--- config.mk ---
export PLATFORM = sky130hd
export DESIGN_NAME = itch_acd_decoder
export DESIGN_NICKNAME = d
export VERILOG_FILES = /design/src/rtl/itch_acd_decoder.sv
export SDC_FILE = /design/constraint.sdc
export NUM_CORES = 1
export LEC_CHECK = 0
export ABC_AREA = 0
export CAP_MARGIN = 10
export CORE_ASPECT_RATIO = 0.9
export CORE_MARGIN = 2
export CORE_UTILIZATION = 40
export CTS_BUF_LIST = sky130_fd_sc_hd__clkbuf_8 sky130_fd_sc_hd__clkbuf_16
export CTS_CLUSTER_DIAMETER = 150
export DETAILED_ROUTE_END_ITERATION = 8
export PLACE_DENSITY = 0.75
export SLEW_MARGIN = 40
export SYNTH_ARGS = -nofsm -noshare
export SYNTH_HDL_FRONTEND = slang
export SYNTH_SLANG_ARGS = --single-unit
--- constraint.sdc ---
create_clock -name clk -period 1.8 [get_ports clk]
set_input_delay 0.36 -clock clk [delete_from_list [all_inputs] [get_ports clk]]
set_output_delay 0.36 -clock clk [all_outputs]
set_load 0.005 [all_outputs]
--- src/rtl/itch_acd_decoder.sv ---
// ITCH Add / Cancel / Delete message decoder.
// Byte-serial, big-endian fields; one-cycle pulse on message completion.
module itch_acd_decoder (
   input  logic        clk,
   input  logic        rst,
   input  logic [7:0]  byte_in,
   input  logic        valid_in,
   output logic        add_internal_valid,
   output logic        add_packet_invalid,
   output logic [63:0] add_order_ref,
   output logic        add_side,
   output logic [31:0] add_shares,
   output logic [31:0] add_price,
   output logic [63:0] add_stock_symbol,
   output logic [7:0]  add_parsed_type,
   output logic        cancel_internal_valid,
   output logic        cancel_packet_invalid,
   output logic [63:0] cancel_order_ref,
   output logic [31:0] cancel_canceled_shares,
   output logic [7:0]  cancel_parsed_type,
   output logic        delete_internal_valid,
   output logic [63:0] delete_order_ref,
   output logic [7:0]  delete_parsed_type
);

   typedef enum logic [2:0] {
      S_IDLE, S_ADD, S_CXL, S_DEL, S_SKIP
   } state_t;

   state_t      state, state_nx;
   logic [5:0]  idx, idx_nx;
   logic        add_done, cxl_done, del_done;
   logic        add_abort, cxl_abort;

   logic [63:0] ref_sh;
   logic [31:0] shr_sh;
   logic [63:0] stk_sh;
   logic [23:0] prc_sh;
   logic        side_st;

   always_ff @(posedge clk or negedge rst) begin
      if (!rst) begin
         state <= S_IDLE;
         idx   <= '0;
      end else begin
         state <= state_nx;
         idx   <= idx_nx;
      end
   end

   always_comb begin
      state_nx  = state;
      idx_nx    = idx;
      add_done  = 1'b0;
      cxl_done  = 1'b0;
      del_done  = 1'b0;
      add_abort = 1'b0;
      cxl_abort = 1'b0;
      unique case (state)
         S_IDLE: begin
            if (valid_in) begin
               idx_nx = 6'd1;
               case (byte_in)
                  8'h41:   state_nx = S_ADD;
                  8'h58:   state_nx = S_CXL;
                  8'h44:   state_nx = S_DEL;
                  default: state_nx = S_SKIP;
               endcase
            end
         end
         S_ADD: begin
            if (!valid_in) begin
               add_abort = 1'b1;
               state_nx  = S_IDLE;
               idx_nx    = '0;
            end else if (idx == 6'd35) begin
               add_done = 1'b1;
               state_nx = S_IDLE;
               idx_nx   = '0;
            end else begin
               idx_nx = idx + 6'd1;
            end
         end
         S_CXL: begin
            if (!valid_in) begin
               cxl_abort = 1'b1;
               state_nx  = S_IDLE;
               idx_nx    = '0;
            end else if (idx == 6'd22) begin
               cxl_done = 1'b1;
               state_nx = S_IDLE;
               idx_nx   = '0;
            end else begin
               idx_nx = idx + 6'd1;
            end
         end
         S_DEL: begin
            if (!valid_in) begin
               state_nx = S_IDLE;
               idx_nx   = '0;
            end else if (idx == 6'd18) begin
               del_done = 1'b1;
               state_nx = S_IDLE;
               idx_nx   = '0;
            end else begin
               idx_nx = idx + 6'd1;
            end
         end
         S_SKIP: begin
            if (!valid_in) begin
               state_nx = S_IDLE;
               idx_nx   = '0;
            end
         end
         default: begin
            state_nx = S_IDLE;
            idx_nx   = '0;
         end
      endcase
   end

   // Field staging: shared by all decoders since only one message is live.
   always_ff @(posedge clk or negedge rst) begin
      if (!rst) begin
         ref_sh  <= '0;
         shr_sh  <= '0;
         stk_sh  <= '0;
         prc_sh  <= '0;
         side_st <= 1'b0;
      end else if (valid_in) begin
         if ((state == S_ADD || state == S_CXL || state == S_DEL)
             && idx >= 6'd11 && idx <= 6'd18)
            ref_sh <= {ref_sh[55:0], byte_in};
         if (state == S_ADD && idx == 6'd19)
            side_st <= (byte_in == 8'h53);
         if ((state == S_ADD && idx >= 6'd20 && idx <= 6'd23) ||
             (state == S_CXL && idx >= 6'd19 && idx <= 6'd21))
            shr_sh <= {shr_sh[23:0], byte_in};
         if (state == S_ADD && idx >= 6'd24 && idx <= 6'd31)
            stk_sh <= {stk_sh[55:0], byte_in};
         if (state == S_ADD && idx >= 6'd32 && idx <= 6'd34)
            prc_sh <= {prc_sh[15:0], byte_in};
      end
   end

   always_ff @(posedge clk or negedge rst) begin
      if (!rst) begin
         add_internal_valid     <= 1'b0;
         add_packet_invalid     <= 1'b0;
         add_order_ref          <= '0;
         add_side               <= 1'b0;
         add_shares             <= '0;
         add_price              <= '0;
         add_stock_symbol       <= '0;
         add_parsed_type        <= '0;
         cancel_internal_valid  <= 1'b0;
         cancel_packet_invalid  <= 1'b0;
         cancel_order_ref       <= '0;
         cancel_canceled_shares <= '0;
         cancel_parsed_type     <= '0;
         delete_internal_valid  <= 1'b0;
         delete_order_ref       <= '0;
         delete_parsed_type     <= '0;
      end else begin
         add_internal_valid    <= add_done;
         add_packet_invalid    <= add_abort;
         cancel_internal_valid <= cxl_done;
         cancel_packet_invalid <= cxl_abort;
         delete_internal_valid <= del_done;
         if (add_done) begin
            add_order_ref    <= ref_sh;
            add_side         <= side_st;
            add_shares       <= shr_sh;
            add_stock_symbol <= stk_sh;
            add_price        <= {prc_sh, byte_in};
            add_parsed_type  <= 8'h41;
         end
         if (cxl_done) begin
            cancel_order_ref       <= ref_sh;
            cancel_canceled_shares <= {shr_sh[23:0], byte_in};
            cancel_parsed_type     <= 8'h58;
         end
         if (del_done) begin
            delete_order_ref   <= {ref_sh[55:0], byte_in};
            delete_parsed_type <= 8'h44;
         end
      end
   end

endmodule

==> run summary, run 1 <==
## GRT
- **global-route wire length before repair** 96700 um
- **number of antenna violations at the first check in global routing** 0
- **via count of the first global-routing pass** 15500
- **largest net degree at the start of global routing** 74
- **grt total ovfl** 0
- **Tot GR Track Use** 0.229

## Worst setup path
- **endpoint class of the critical path** register
- **Max stage delay cell, worst path** sky130_fd_sc_hd__dfrtp_2
- **cells on worst reg2reg path** 12
- **startpoint of the most critical register-to-register path** idx[0]
- **arrival time of the worst setup path** 2570 ps
- **r2r endpoint** cancel_order_ref[60]
- **crit start category** register
- **Critical Setup Path Class** reg -> reg
- **Critical Path, Cell by Cell** inv_2 -> ha_4 -> buf_6 -> nor4bb_4 -> buf_4 -> nand4_1 -> buf_4 -> buf_12 -> buf_6 -> buf_16 -> nand2_2 -> nand2_2
- **FF-to-FF setup slack** -290 ps
- **CP peak stage delay** 430 ps
- **crit path max fanout** 5
- **required time of the critical path** 2280 ps
- **origin of the worst setup path** idx[0]

## Clock network
- **maximum level of the CTS H-tree** 2
- **TritonCTS clock tree** done
- **clock transition at the register clock pins on the worst setup and hold paths after CTS** 60 ps
- **maximum root-to-sink buffer count** 3
- **Clock Latency Late Sink** 600 ps
- **clock buffer count from CTS** 55
- **clock tree root driver cell** sky130_fd_sc_hd__clkbuf_16
- **clock tree sinks** 555

## Power
- **static power due to leakage** 16.7 nW
- **worst-case vdd ir drop** 629 uV
- **Power Density** 769 mW/mm^2

## Routing
- **count of antenna-violating nets left after detailed routing** 0
- **number of violations reported at the end of detailed-routing iteration 0** 1037
- **routed wire length** 68300 um
- **via count** 15000
- **detailed-route vias per instance** 5.13
- **DRC** 0
- **router iterations before antenna repair** 5
- **routed wirelength normalized by instance count** 23.3 um

## Place
- **number of cells after detailed placement** 2706
- **estimated wirelength of the detail-placed design** 38300 um
- **Port-buffer cells** 375
- **pre-CTS setup slack** -637 ps
- **weighted congestion reported at the end of routability-driven placement** 0.845

## STA
- **Post-Route Skew** 23.5 ps
- **# setup viols final** 667
- **setup repair after global routing missed its margin** yes
- **Rel. slew slack** 0.388
- **max-slew violation total from the final report** 0
- **minimum clock period after layout** 2090 ps
- **Final Cycle Share** 1.16
- **achievable frequency** 480 MHz
- **worst slew pin tran** 910 ps
- **PnR worst setup slack** -285 ps
- **hold violation total from the final report** 0

## Logic synthesis
- **Compound-Gate Fraction of Synth Area** 0.00834
- **Synthesis Warnings** 0
- **synthesized instance count** 1612
- **post-synthesis sequential element count** 555
- **Main synth FF type** sky130_fd_sc_hd__dfrtp_1
- **largest area contributor in the netlist** sky130_fd_sc_hd__dfrtp_1
- **multiplexer area fraction after synthesis** 0.200
- **largest cells by area after synthesis** sky130_fd_sc_hd__dfrtp_1, sky130_fd_sc_hd__mux2_2, sky130_fd_sc_hd__nand2_1
- **combinational family with the most area after synthesis** multiplexers
- **number of distinct library cells after synthesis** 48
- **share of the yosys chip area belonging to registers** 0.652
- **count of flip-flops with a built-in enable after synthesis** 0
- **basic-gate share of the synthesized area counting and, or, nand and nor cells** 0.103
- **fraction of registers with async set/reset** 1.00
- **Syn Area/Cell** 13.2 sq um
- **total standard cell area after synthesis** 0.0213 sq mm
- **top-area cell type share of the netlist area** 0.652
- **xor-xnor portion of the synthesized cell area** 0.00123
- **Post-Synth Adder-Cell Area** 0.00235

## Floorplan
- **overall die height** 223 um
- **FP Rows** 80
- **num ports** 393
- **x dimension of the die** 247 um
- **core outline area** 0.0529 sq mm
- **starting density of the core** 0.403
- **floorplan die area** 0.0551 sq mm

## Outcome
- **failing checks** setup timing
- **outcome** finished with violations

## Finish
- **fraction of layout cells with a size suffix above 1** 0.353
- **number of diodes added for antenna fixing** 0
- **count of fill cells added during filler insertion** 3855
- **area added between synthesis and finish** 50.2%
- **number of cells in the finished layout apart from fillers** 2929
- **final-stage net count** 2204

## Job
- **number of max-capacitance violations reported** 0

## Hold path
- **type of the tightest min-delay check** in -> async

-- worst max-delay path, delay by kind of cell (launching register included) --
kind                       cells  cell delay (ps)
adders and majority gates      1              140
DFF                            1              430
and+or+nand+nor                4              470
buffers and inverters          7              910
-- cell families (layout without fill, tap and decap cells) --
group	Yosys count	in the layout
xor+xnor	3	3
other cells	1	17
compound gates	25	25
mux	378	378
flops	555	555
buf+inv	110	714
simple gates	536	536
fa+ha+maj	4	4
-- where the power goes --
group / leakage, nW / total, mW / internal, mW / switching, mW
Clock: 0.941 / 11.5 / 6.54 / 4.92
Combinational: 8.02 / 0.631 / 0.226 / 0.405
Sequential: 7.74 / 12.5 / 12.5 / 0.0324
Total: 16.7 / 24.6 / 19.3 / 5.35
-- final cells by class --
type,instances,area [sq um],area share
repair buffers,609,7180,0.224
flip-flops and latches,555,13900,0.434
multi-input cells,963,8220,0.257
clock buffers,68,1560,0.0486
clock inverters,32,250,0.00782
inverters,5,33.8,0.00106
well taps,697,872,0.0272
-- state kept, by name, indices dropped and copies added (netlist names), 3 cells and up --
signal / count
ref_sh: 64
cancel_canceled_shares: 32
add_shares: 32
delete_order_ref: 64
add_stock_symbol: 64
add_order_ref: 64
stk_sh: 64
shr_sh: 32
prc_sh: 24
add_price: 32
idx: 6
state: 3
cancel_order_ref: 64
-- routing by layer --
layer	routed length, um	GRT usage	vias to the layer above
met5	0	0	-
met4	1930	0.0620	0
met3	4840	0.0414	122
met2	32700	0.369	596
met1	28800	0.321	7810
li1	-	-	6484
-- cell usage after synthesis, drive strengths merged, types with 2 or more instances --
cell type / instances
a211oi: 3
a21o: 3
a21oi: 5
a22o: 2
and4: 2
buf: 80
clkbuf: 25
dfrtp: 555
ha: 4
inv: 4
mux2: 378
nand2: 485
nand2b: 9
nand3: 4
nand4: 2
nand4b: 2
nor2: 8
nor2b: 6
nor3: 4
nor4: 5
nor4bb: 2
o21ai: 6
or3b: 2
xnor2: 2
-- repair_timing --
item                                   in CTS  in global routing
gates cloned                               31                 24
resized for setup                         356                155
setup endpoints to repair                 830                789
setup buffers                              60                 26
hold buffers                                1                  0
pin swaps                                  17                 30
endpoints found under the hold margin     101                  0
-- metrics by stage --
step | hold slack [ps] | utilization | instance area (sq um) | TNS [ps] | power, mW
floorplan | 64.4 | - | 22000 | -32870 | 12.9
global placement | 265 | 0.513 | 27100 | -264370 | 13.3
detailed placement | 268 | 0.513 | 27100 | -282220 | 13.4
CTS | 228 | 0.588 | 31100 | -56450 | 24.7
global route | 241 | 0.606 | 32000 | -108870 | 25.4
finish | 236 | 0.606 | 32000 | -66660 | 24.6
-- how the worst max path moves through the flow --
stage / endpoint / depth (start not counted)
3_3_place_gp: add_stock_symbol[58] / 7
5_1_grt: cancel_order_ref[60] / 12
3_5_place_dp: add_stock_symbol[52] / 7
2_1_floorplan: add_order_ref[0] / 8
6_report: cancel_order_ref[60] / 12
4_1_cts: shr_sh[9] / 7
-- cells in the final DEF, fill, tap and decap left out, types with 3 or more instances in the layout --
master / Yosys / routed
sky130_fd_sc_hd__inv_1: 4 / 14
sky130_fd_sc_hd__nand2_1: 485 / 428
sky130_fd_sc_hd__buf_4: 28 / 97
sky130_fd_sc_hd__buf_6: 6 / 18
sky130_fd_sc_hd__nand3_1: 3 / 3
sky130_fd_sc_hd__a211oi_1: 3 / 3
sky130_fd_sc_hd__nand2_4: 0 / 17
sky130_fd_sc_hd__dlymetal6s2s_1: 0 / 3
sky130_fd_sc_hd__mux2_4: 0 / 294
sky130_fd_sc_hd__nor3_1: 4 / 3
sky130_fd_sc_hd__buf_12: 0 / 54
sky130_fd_sc_hd__dfrtp_2: 0 / 4
sky130_fd_sc_hd__nor2b_1: 6 / 5
sky130_fd_sc_hd__ha_4: 0 / 3
sky130_fd_sc_hd__buf_8: 10 / 15
sky130_fd_sc_hd__o21ai_0: 4 / 3
sky130_fd_sc_hd__buf_16: 0 / 31
sky130_fd_sc_hd__mux2_2: 275 / 84
sky130_fd_sc_hd__conb_1: 1 / 17
sky130_fd_sc_hd__bufinv_16: 0 / 3
sky130_fd_sc_hd__a21oi_1: 5 / 5
sky130_fd_sc_hd__nand2b_1: 8 / 6
sky130_fd_sc_hd__dfrtp_1: 555 / 551
sky130_fd_sc_hd__clkinv_2: 1 / 9
sky130_fd_sc_hd__nand2_2: 0 / 40
sky130_fd_sc_hd__nand2b_4: 1 / 3
sky130_fd_sc_hd__clkdlybuf4s50_1: 0 / 252
sky130_fd_sc_hd__nor2_1: 8 / 7
sky130_fd_sc_hd__nor4_1: 3 / 3
sky130_fd_sc_hd__a21o_1: 3 / 3
sky130_fd_sc_hd__clkbuf_16: 0 / 74
sky130_fd_sc_hd__clkbuf_8: 0 / 13
sky130_fd_sc_hd__clkinv_4: 0 / 3
sky130_fd_sc_hd__dlygate4sd2_1: 0 / 119
Note: power is estimated with default switching activity, not from simulation.
==> run 2, diff against run 1 <==
--- a/config.mk
+++ b/config.mk
@@ -13,7 +13,7 @@
 export CTS_BUF_LIST = sky130_fd_sc_hd__clkbuf_8 sky130_fd_sc_hd__clkbuf_16
 export CTS_CLUSTER_DIAMETER = 150
 export DETAILED_ROUTE_END_ITERATION = 8
-export PLACE_DENSITY = 0.75
+export PLACE_DENSITY = 0.66
 export SLEW_MARGIN = 40
 export SYNTH_ARGS = -nofsm -noshare
 export SYNTH_HDL_FRONTEND = slang
==> run 2 against run 1 <==
The run still ends with setup timing left. Sequential power about the same. Die area unchanged. Routed wire length fell by 9.0%. Via count decreased by 4.8%. Clock skew is 7.2 ps lower. Critical path type unchanged. Critical endpoint is now ref_sh[17]. Highest routed layer unchanged.
==> run summary, run 2 (synthesized netlist as in run 1, its figures left out) <==
## Outcome
- **outcome** finished with violations
- **failing checks** setup timing

## Finish
- **most common cell after layout, fill and taps aside** sky130_fd_sc_hd__dfrtp_1
- **core utilization of the finished layout** 0.583
- **area added between synthesis and finish** 44.7%
- **commonest cells after routing, fill and taps aside** sky130_fd_sc_hd__dfrtp_1, sky130_fd_sc_hd__nand2_1, sky130_fd_sc_hd__clkdlybuf4s50_1
- **final-stage net count** 2145
- **fraction of layout cells with a size suffix above 1** 0.321
- **number of cells in the finished layout apart from fillers** 2871
- **number of diodes added for antenna fixing** 0
- **count of fill cells added during filler insertion** 4107

## Power
- **Power Density** 809 mW/mm^2
- **static power due to leakage** 15.8 nW
- **worst-case vdd ir drop** 656 uV

## Floorplan
- **x dimension of the die** 247 um
- **overall die height** 223 um
- **core outline area** 0.0529 sq mm
- **FP Rows** 80
- **starting density of the core** 0.403
- **floorplan die area** 0.0551 sq mm
- **num ports** 393

## STA
- **hold violation total from the final report** 0
- **# setup viols final** 716
- **Post-Route Skew** 16.4 ps
- **setup repair after global routing missed its margin** yes
- **minimum clock period after layout** 1990 ps
- **worst slew pin tran** 521 ps
- **final-layout setup total negative slack** -48950 ps
- **achievable frequency** 504 MHz
- **PnR worst setup slack** -185 ps
- **Rel. slew slack** 0.650
- **max-slew violation total from the final report** 0
- **Final Cycle Share** 1.10

## Place
- **number of cells after detailed placement** 2692
- **weighted congestion reported at the end of routability-driven placement** 0.819
- **pre-CTS setup slack** -663 ps
- **Port-buffer cells** 375
- **estimated wirelength of the detail-placed design** 37700 um

## Routing
- **detailed-route vias per instance** 4.98
- **router iterations before antenna repair** 4
- **via count** 14300
- **number of violations reported at the end of detailed-routing iteration 0** 861
- **DRC** 0
- **routed wirelength normalized by instance count** 21.6 um
- **count of antenna-violating nets left after detailed routing** 0
- **routed wire length** 62100 um

## Worst setup path
- **crit path max fanout** 8
- **crit start category** register
- **endpoint class of the critical path** register
- **arrival time of the worst setup path** 2470 ps
- **Critical Setup Path Class** reg -> reg
- **required time of the critical path** 2290 ps

## Clock network
- **maximum root-to-sink buffer count** 3
- **clock tree sinks** 555
- **clock transition at the register clock pins on the worst setup and hold paths after CTS** 70 ps
- **maximum level of the CTS H-tree** 2
- **TritonCTS clock tree** done
- **clock buffer count from CTS** 57
- **Clock Latency Late Sink** 600 ps
- **clock tree root driver cell** sky130_fd_sc_hd__clkbuf_16

## Hold path
- **type of the tightest min-delay check** in -> async

## Job
- **number of max-capacitance violations reported** 0

## GRT
- **number of antenna violations at the first check in global routing** 0
- **via count of the first global-routing pass** 14200
- **Tot GR Track Use** 0.202
- **global-route wire length before repair** 85700 um
- **largest net degree at the start of global routing** 73
- **grt total ovfl** 0

-- run 2: cell types whose count changed in the layout (fill, tap and decap cells not counted), sizes merged --
cell / before / now
clkinv: 13 / 16
clkdlybuf4s50: 252 / 306
inv: 19 / 16
bufinv: 3 / 4
buf: 215 / 152
dlymetal6s2s: 3 / 0
dlygate4sd2: 119 / 68
clkbuf: 87 / 91
-- run 2: worst paths after layout --
kind,from,end,slack (ps),depth (start not counted)
hold reg to reg,cancel_order_ref[27],cancel_order_ref[27],460,2
max in group asynchronous,rst,stk_sh[30],670,3
setup / recovery,idx[0],ref_sh[17],-190,8
setup reg to reg,idx[0],ref_sh[17],-190,8
min in group clk,cancel_order_ref[27],cancel_order_ref[27],460,2
hold / removal,rst,cancel_order_ref[30],250,2
-- run 2: cell type report --
class                           count  area, sq um  share of cell area
Inverter                            5         36.3             0.00118
Clock inverter                     33          279             0.00905
Sequential cell                   555        13900               0.451
Tap cell                          697          872              0.0283
Clock buffer                       70         1620              0.0524
Timing Repair Buffer              548         6160               0.200
Multi-Input combinational cell    963         7980               0.259
-- run 2: stage by stage --
stage	hold WS [ps]	cell area (sq um)	total power [mW]
global route	271	30800	25.8
finish	255	30800	24.9
floorplan	64.4	22000	12.9
detailed placement	287	26900	13.3
global placement	286	26900	13.3
CTS	245	29000	25.2
-- run 2: timing repair --
item                                    4_1_cts  5_1_grt
pin swaps                                     4       55
endpoints found under the setup margin      808      773
setup buffers                                13       29
gates resized for setup                     101      239
cloned                                        4       32
endpoints found under the hold margin        37        0
hold buffers                                  1        0
-- run 2: worst max-delay path: stages (launching register included) --
cell and delay [ps]:
sky130_fd_sc_hd__dfrtp_2 460, sky130_fd_sc_hd__inv_4 70, sky130_fd_sc_hd__ha_4 160, sky130_fd_sc_hd__o211a_1 240, sky130_fd_sc_hd__o21ai_4 210, sky130_fd_sc_hd__buf_6 130, sky130_fd_sc_hd__buf_6 110, sky130_fd_sc_hd__clkbuf_16 160
sky130_fd_sc_hd__mux2_2 330
-- run 2: power breakdown --
part,internal (mW),switching [mW],leakage (nW)
Clock,6.91,4.93,0.983
Sequential,12.5,0.0383,7.74
Combinational,0.172,0.389,7.09
-- run 2: metal layers --
metal	up-vias	share of wire	track usage
met2	414	0.47	0.314
met3	68	0.056	0.0374
met1	7455	0.46	0.294
li1	6351	-	-
met5	-	0	0
met4	0	0.016	0.0475
